**src/rtl/width_converter_8ton_if.sv**
```systemverilog
// Byte-in / word-out stream bundle for width_converter_8ton.
// Signals:
//   sink_valid_i, sink_data_i[7:0], sink_flush_i  byte side, driven by producer
//   sink_ready_o                                  byte side, driven by converter
//   source_valid_o, source_data_o[Width-1:0],
//   source_bytes_o[CntW-1:0]                      word side, driven by converter
//   source_ready_i                                word side, driven by consumer
// Modports: slave = converter view, master = environment (producer/consumer) view.
interface width_converter_8ton_if #(
  parameter int unsigned Width = 32
);
  localparam int unsigned Bytes = Width / 8;
  localparam int unsigned CntW  = $clog2(Bytes) + 1;

  logic             sink_valid_i;
  logic             sink_ready_o;
  logic [7:0]       sink_data_i;
  logic             sink_flush_i;
  logic             source_valid_o;
  logic             source_ready_i;
  logic [Width-1:0] source_data_o;
  logic [CntW-1:0]  source_bytes_o;

  modport slave (
    input  sink_valid_i, sink_data_i, sink_flush_i, source_ready_i,
    output sink_ready_o, source_valid_o, source_data_o, source_bytes_o
  );

  modport master (
    output sink_valid_i, sink_data_i, sink_flush_i, source_ready_i,
    input  sink_ready_o, source_valid_o, source_data_o, source_bytes_o
  );
endinterface

```
**src/rtl/width_converter_8ton.sv**
```systemverilog
// Packs an 8-bit byte stream into little-endian Width-bit words.
// A flush pulse emits a partially filled word; unused upper lanes read zero.
// Ports:
//   clk_i   clock, rising edge
//   rst_ni  asynchronous active-low reset
//   bus     width_converter_8ton_if.slave (byte sink + word source handshakes)
module width_converter_8ton #(
  parameter int unsigned Width = 32
) (
  input logic                   clk_i,
  input logic                   rst_ni,
  width_converter_8ton_if.slave bus
);
  localparam int unsigned Bytes = Width / 8;
  localparam int unsigned CntW  = $clog2(Bytes) + 1;

  if ((Width % 8) != 0 || Width == 0) begin : g_width_check
    $error("width_converter_8ton: Width (%0d) must be a nonzero multiple of 8", Width);
  end

  typedef enum logic {
    FILL = 1'b0,
    OUT  = 1'b1
  } state_e;

  state_e           state_q, state_d;
  logic [Width-1:0] sreg_q, sreg_d;
  logic [CntW-1:0]  bcnt_q, bcnt_d;

  // State, holding register and byte counter.
  always_ff @(posedge clk_i or negedge rst_ni) begin
    if (!rst_ni) begin
      state_q <= FILL;
      sreg_q  <= '0;
      bcnt_q  <= '0;
    end else begin
      state_q <= state_d;
      sreg_q  <= sreg_d;
      bcnt_q  <= bcnt_d;
    end
  end

  // Next-state: fill lanes in FILL, hold the word in OUT until it is taken.
  always_comb begin
    state_d = state_q;
    sreg_d  = sreg_q;
    bcnt_d  = bcnt_q;
    case (state_q)
      FILL: begin
        if (bus.sink_valid_i) begin
          for (int unsigned i = 0; i < Bytes; i++) begin
            if (bcnt_q == CntW'(i)) sreg_d[8*i +: 8] = bus.sink_data_i;
          end
          bcnt_d = bcnt_q + CntW'(1);
        end
        // Flush uses the post-update count so a same-cycle byte is included.
        if (bcnt_d == CntW'(Bytes) || (bus.sink_flush_i && bcnt_d != '0)) begin
          state_d = OUT;
        end
      end
      OUT: begin
        // Clearing here keeps unused lanes of the next partial word at zero.
        if (bus.source_ready_i) begin
          state_d = FILL;
          sreg_d  = '0;
          bcnt_d  = '0;
        end
      end
      default: state_d = FILL;
    endcase
  end

  // Outputs decode registered state only; no path from source_ready_i.
  assign bus.sink_ready_o   = (state_q == FILL);
  assign bus.source_valid_o = (state_q == OUT);
  assign bus.source_data_o  = sreg_q;
  assign bus.source_bytes_o = (state_q == OUT) ? bcnt_q : '0;
endmodule

```
**src/flat_wrapper.sv**
```systemverilog
// flat-port wrapper written by rule: the top's interface ports become plain ports
module width_converter_8ton_flat 
#(
  parameter int unsigned Width = 32
)
  (clk_i, rst_ni, bus_sink_valid_i, bus_sink_data_i, bus_sink_flush_i, bus_source_ready_i, bus_sink_ready_o, bus_source_valid_o, bus_source_data_o, bus_source_bytes_o);
  width_converter_8ton_if #(.Width(Width)) bus_i ();
  input logic clk_i;
  input logic rst_ni;
  input wire logic [$bits(bus_i.sink_valid_i)-1:0] bus_sink_valid_i;
  input wire logic [$bits(bus_i.sink_data_i)-1:0] bus_sink_data_i;
  input wire logic [$bits(bus_i.sink_flush_i)-1:0] bus_sink_flush_i;
  input wire logic [$bits(bus_i.source_ready_i)-1:0] bus_source_ready_i;
  output wire logic [$bits(bus_i.sink_ready_o)-1:0] bus_sink_ready_o;
  output wire logic [$bits(bus_i.source_valid_o)-1:0] bus_source_valid_o;
  output wire logic [$bits(bus_i.source_data_o)-1:0] bus_source_data_o;
  output wire logic [$bits(bus_i.source_bytes_o)-1:0] bus_source_bytes_o;
  assign bus_i.sink_valid_i = bus_sink_valid_i;
  assign bus_i.sink_data_i = bus_sink_data_i;
  assign bus_i.sink_flush_i = bus_sink_flush_i;
  assign bus_i.source_ready_i = bus_source_ready_i;
  assign bus_sink_ready_o = bus_i.sink_ready_o;
  assign bus_source_valid_o = bus_i.source_valid_o;
  assign bus_source_data_o = bus_i.source_data_o;
  assign bus_source_bytes_o = bus_i.source_bytes_o;
  width_converter_8ton #(.Width(Width)) u_core (.clk_i(clk_i), .rst_ni(rst_ni), .bus(bus_i));
endmodule
```
**config.mk**
```make
export PLATFORM = sky130hd
export DESIGN_NAME = width_converter_8ton_flat
export DESIGN_NICKNAME = d
export VERILOG_FILES = /design/src/rtl/width_converter_8ton_if.sv /design/src/rtl/width_converter_8ton.sv /design/src/flat_wrapper.sv
export SDC_FILE = /design/constraint.sdc
export NUM_CORES = 1
export LEC_CHECK = 0
export CAP_MARGIN = 5
export CORE_MARGIN = 2
export CORE_UTILIZATION = 45
export CTS_BUF_LIST = sky130_fd_sc_hd__clkbuf_16
export DETAILED_ROUTE_END_ITERATION = 12
export PLACE_DENSITY = 0.77
export SKIP_CTS_REPAIR_TIMING = 1
export SLEW_MARGIN = 20
export SYNTH_ARGS = -nofsm -noshare
export SYNTH_HDL_FRONTEND = slang
export SYNTH_SLANG_ARGS = --single-unit
```
**constraint.sdc**
```tcl
create_clock -name clk_i -period 4.9 [get_ports clk_i]
set_clock_uncertainty 0.2 [all_clocks]
set_input_delay 1.47 -clock clk_i [delete_from_list [all_inputs] [get_ports clk_i]]
set_output_delay 1.47 -clock clk_i [all_outputs]
set_load 0.1 [all_outputs]
```
==> out/summary.txt, run 1 <==
outcome: finished, final reports clean
async set-reset flop share out of synthesis: 1.00
CTS Root Cell: clkbuf_16
Critical Setup Path Class: flop to primary output
critical path's slowest cell: clkdlybuf4s50_1
Post-synth top cells: 36 x dfrtp_1, 24 x mux2_2, 8 x mux2_4, 8 x nor2b_1, 6 x inv_1
CTS tree: yes
worst path bufs/invs: 2
Register Area: 901 sq um
PortBufs: 49
# H-tree levels: 2
Syn Area/Cell: 14.2 sq um
Row Count: 21
Crit. path cell count: 3
Detail Placement HPWL: 2.55 mm
Pins Over Slew Limit: 0
fmax: 250 MHz
1st-iter DRT viols: 38
boundary pin count: 50
Yosys reg bits: 36
EDFF count, synth: 0
synth top area cells: dfrtp_1 55%, mux2_2 16%, mux2_4 7.3%
CP Data Arrival Time: 2.32 ns
CORE AREA: 3420 sq um
max cap viols: 0
first-pass GRT wire length: 5.91 mm
minimum clock period: 3.99 ns
min-delay worst type: flop to flop
initial antenna violation count: 0
CP Max Fanout: 17
type of origin of the critical path: flop
worst hold path cell count: 1
mapped cell area: 1640 sq um
WL/cell: 16.2 microns
# nets final: 187
Synth Warn #: 0
Clock Latency Late Sink: 0.27 ns
Total GRT Usage: 0.191
multi-input logic area: 688 sq um
largest buffer count on any clock path: 2
via count: 1100
R2R cell count: 3
Post-DRT Antenna Nets: 0
Seq/Total Area, Yosys: 0.548
largest net degree at the start of global routing: 37
Die Area: 4150 sq um
total negative slack: 0 ns
total iterations of the first detailed-routing run: 5
total gr overflow: 0
worst slew pin tran: 0.997 ns
distinct cell type count after synthesis: 24
final period utilization: 0.815
CP Data Required Time: 3.23 ns
drt total wl: 3.49 mm
Initial Utilization: 0.481
Fillers: 269
Slew headroom: 0.333
worst-path cell chain: nand2_1, inv_1, clkdlybuf4s50_1
CP peak stage delay: 1.12 ns
share of post-route cells with drive strength above 1: 0.265
Mapped Cells: 116
Area growth, synth to finish: 40.3%
Die W: 64.4 microns
CP endpoint kind: primary output
most numerous cell in the Yosys netlist: dfrtp_1
Sink Count: 36
Vias/cell: 5.09
crit-path leading delay family: buffers and inverters
DRC viols: 0
GPL Wtd Cong: 0.816
clock buffer count from CTS: 5
number of global-route vias before repair: 1158
Main synth FF type: dfrtp_1
n_diodes: 0
Die Y-Extent: 64.4 microns
clock slew at the register clock pins of the worst setup and hold paths: 0.05 ns
Fin. Hold Viols: 0
RSZ-0062 raised after global routing: no
largest area contributor in the netlist: dfrtp_1
Final setup viols: 0
Mapped Nets: 134
top cell type's share of synthesized area: 0.548
## registers in the layout (all words and copies together) (netlist names)
register and flops:
u_core.bcnt_q 3, u_core.bus.source_data_o 32, u_core.bus.source_valid_o 1
## cells by family (layout without fill, tap and decap cells)
logic type / count (synthesis) / count (layout) / synth area share
flip-flops: 36 / 36 / 0.548
multiplexers: 33 / 33 / 0.244
AND/OR/NAND/NOR: 20 / 20 / 0.0716
AO/OA/AOI/OAI: 11 / 11 / 0.0602
buffers and inverters: 10 / 64 / 0.0327
adder cells (fa/ha/maj): 5 / 5 / 0.0381
XOR/XNOR: 1 / 1 / 0.00533
## per-stage QoR
step           hold WS [ns]  instance area (sq um)   util  worst slack (ns)  instances
2_1_floorplan         0.353                   1640      -            0.0565        116
3_3_place_gp          0.289                   2160  0.634              1.27        208
3_5_place_dp          0.295                   2160  0.634              1.22        208
4_1_cts               0.307                   2300  0.675             0.915        216
5_1_grt               0.323                   2300  0.675             0.800        216
6_report              0.303                   2300  0.675             0.908        216
## routing by layer
| metal | part of all wire | GRT usage | routed length [microns] | vias to the layer above |
|---|---|---|---|---|
| met5 | 0 | 0 | 0 | - |
| met4 | 0.012 | 0.0559 | 42 | 0 |
| met3 | 0.044 | 0.0486 | 153 | 5 |
| met2 | 0.50 | 0.316 | 1750 | 37 |
| met1 | 0.44 | 0.250 | 1540 | 552 |
| li1 | - | - | - | 506 |
## cells in the final DEF (no fill, tap or decap)
cell,n
a31o_1,1
buf_4,2
clkbuf_16,5
clkinv_1,1
nand3_1,2
clkdlybuf4s50_1,48
nor2_1,3
or4_1,1
dfrtp_1,36
mux2_4,8
o22ai_1,2
nand2b_1,1
a31o_2,1
nor2b_1,8
clkinvlp_4,1
o21ai_0,4
and2_1,1
inv_1,7
a21oi_4,3
xnor2_1,1
nor2_4,1
mux2i_1,1
nand2_1,2
mux2_2,24
ha_1,5
and2b_1,1
## worst register-to-register path, cell delays in order, from the launching register on
cell	delay [ns]
dfrtp_1	0.70
and2_1	0.42
a31o_1	0.53
mux2_4	0.35
## final timing paths
kind | start | to | slack (ns)
max | u_core.bus.source_valid_o | bus_source_bytes_o[0] | 0.91
min | u_core.bus.source_data_o[9] | u_core.bus.source_data_o[9] | 0.30
max reg2reg | u_core.bus.source_valid_o | u_core.bus.source_data_o[25] | 2.59
min reg2reg | u_core.bus.source_data_o[9] | u_core.bus.source_data_o[9] | 0.30
max in group asynchronous | rst_ni | u_core.bus.source_data_o[21] | 2.78
min in group asynchronous | rst_ni | u_core.bus.source_data_o[22] | 1.42
## cell type report
class,instances,area share
well taps,46,0.0250
clock inverters,3,0.00651
clock buffers,5,0.0543
repair buffers,50,0.215
multi-input cells,70,0.299
inverters,6,0.00977
flip-flops and latches,36,0.391
Power of run 1 is left out: the tool's default activity adds up to more than one toggle a clock period on the data nets, which glitch-free logic cannot reach.
==> inputs of run 2 (changes only) <==
==> constraint.sdc (replaced) <==
create_clock -name clk_i -period 4.1 [get_ports clk_i]
set_clock_uncertainty 0.2 [all_clocks]
set_input_delay 1.23 -clock clk_i [delete_from_list [all_inputs] [get_ports clk_i]]
set_output_delay 1.23 -clock clk_i [all_outputs]
set_load 0.1 [all_outputs]
==> run 2 against run 1 <==
Core utilization fell by 2.3 points. Critical path type unchanged. Count of clock-buffer cells in the layout did not move. Register-to-register slack got worse by 0.76 ns. Critical path depth did not move. Cell count unchanged. Sequential share of layout area is 1.4 points higher. Worst setup slack better by 0.15 ns. Flip-flop and latch count unchanged. Worst hold slack better by 0.0022 ns. Global-route usage fell by 0.76 points. Via count increased by 0.45%.
==> out/summary.txt, run 2 (synthesized netlist as in run 1, its figures left out) <==
Fillers: 271 (+0.74%)
gr busiest metal: met2
min-delay worst type: flop to flop
leading cell type in the layout, fill and taps excluded: buf_4
1st-iter DRT viols: 25 (-34%)
worst slew pin tran: 0.551 ns (-0.446 ns)
RSZ-0062 raised after global routing: no
CTS tree: yes
met2 usage: 0.301 (-0.0156)
worst-path cell chain: inv_1, nor2_4, buf_4
clock buffer count from CTS: 5 (unchanged)
max cap viols: 0 (unchanged)
GPL Wtd Cong: 0.818 (+0.28%)
clock slew at the register clock pins of the worst setup and hold paths: 0.05 ns (about the same)
CP Data Required Time: 2.67 ns (-0.56 ns)
n_diodes: 0 (unchanged)
# H-tree levels: 2 (unchanged)
CP Max Fanout: 17 (unchanged)
largest net degree at the start of global routing: 37 (unchanged)
post-route cell area: 2230 sq um (-3.4%)
share of post-route cells with drive strength above 1: 0.494 (+0.229)
Critical Setup Path Class: flop to primary output
largest buffer count on any clock path: 2 (unchanged)
Vias/cell: 5.12 (+0.45%)
Post-DRT Antenna Nets: 0 (unchanged)
via count: 1105 (+0.45%)
Initial Utilization: 0.481 (unchanged)
CP endpoint kind: primary output
Die Y-Extent: 64.4 microns (unchanged)
final period utilization: 0.743
CP Data Arrival Time: 1.61 ns (-0.71 ns)
number of global-route vias before repair: 1150 (-0.69%)
Slew headroom: 0.633 (+0.300)
Die Area: 4150 sq um (unchanged)
CORE AREA: 3420 sq um (unchanged)
fmax: 328 MHz
minimum clock period: 3.04 ns
Area growth, synth to finish: 35.5%
Row Count: 21 (unchanged)
type of origin of the critical path: flop
WL/cell: 15.8 microns (-2.5%)
GR Layer Usage met1: 0.241 (-0.00837)
total iterations of the first detailed-routing run: 4 (-1)
# nets final: 187 (unchanged)
highest-count cells in the layout ignoring fill and taps: 38 x buf_4, 36 x dfrtp_1, 24 x mux2_2, 12 x clkdlybuf4s50_1
drt total wl: 3.41 mm (-2.5%)
total gr overflow: 0 (unchanged)
max reg flops: 32 (unchanged)
CP peak stage delay: 0.69 ns (-0.43 ns)
total negative slack: 0 ns (unchanged)
boundary pin count: 50 (unchanged)
area post-placement: 2080 sq um (-3.8%)
outcome: finished, final reports clean
first-pass GRT wire length: 5.72 mm (-3.1%)
critical path's slowest cell: dfrtp_1
Detail Placement HPWL: 2.47 mm (-3.2%)
Pins Over Slew Limit: 0 (unchanged)
crit path setup slack, layout: 1.06 ns (+0.148 ns)
multi-input logic area: 696 sq um (+1.1%)
met3 GRT Util: 0.0469 (-0.00174)
post-placement setup slack: 0.822 ns (-0.395 ns)
Total GRT Usage: 0.184 (-0.00760)
initial antenna violation count: 0 (unchanged)
Min Hold Slack: 0.305 ns (+0.00218 ns)
CTS Root Cell: clkbuf_16
Die W: 64.4 microns (unchanged)
Final setup viols: 0 (unchanged)
Fin. Hold Viols: 0 (unchanged)
Clock Latency Late Sink: 0.27 ns (about the same)
Sink Count: 36 (unchanged)
DRC viols: 0 (unchanged)
PortBufs: 49 (unchanged)
Register Area: 901 sq um (unchanged)
-- run 2: changes by cell type in the layout (fill, tap and decap cells not counted), sizes merged --
cell           delta
buf              +36
clkdlybuf4s50    -36
clkinv            +2
clkinvlp          -1
inv               -1
-- run 2: worst paths after layout --
check | slack (ns) | to | cells after the start | start
min in group asynchronous | 1.18 | u_core.bus.source_data_o[18] | 2 | rst_ni
setup reg to reg | 1.83 | u_core.bus.source_data_o[31] | 3 | u_core.bus.source_valid_o
max in group asynchronous | 2.22 | u_core.bus.source_data_o[9] | 2 | rst_ni
hold reg to reg | 0.31 | u_core.bus.source_data_o[21] | 1 | u_core.bus.source_data_o[21]
hold / removal | 0.31 | u_core.bus.source_data_o[21] | 1 | u_core.bus.source_data_o[21]
setup / recovery | 1.06 | bus_source_bytes_o[2] | 3 | u_core.bus.source_valid_o
-- run 2: per-stage QoR --
stage | cells | utilization
finish | 216 | 0.652
global route | 216 | 0.652
CTS | 216 | 0.652
detailed placement | 208 | 0.610
global placement | 208 | 0.610
floorplan | 116 | -
-- run 2: critical path, delay by kind of cell (launching register included) --
family | cells | cell delay (ns)
buffers and inverters | 2 | 0.53
flip-flops | 1 | 0.69
AND/OR/NAND/NOR | 1 | 0.12
-- run 2: cell type report --
class / count / share of cell area
Tap cell: 46 / 0.0259
Clock buffer: 5 / 0.0562
Clock inverter: 3 / 0.00843
Timing Repair Buffer: 50 / 0.182
Inverter: 6 / 0.0101
Sequential cell: 36 / 0.405
Multi-Input combinational cell: 70 / 0.313
-- run 2: metal layers --
layer / vias to the layer above / part of all wire
met5: - / 0
met4: 0 / 0.015
met3: 9 / 0.059
met1: 544 / 0.44
li1: 509 / -
met2: 43 / 0.49
Power of run 2 is left out for the same reason.
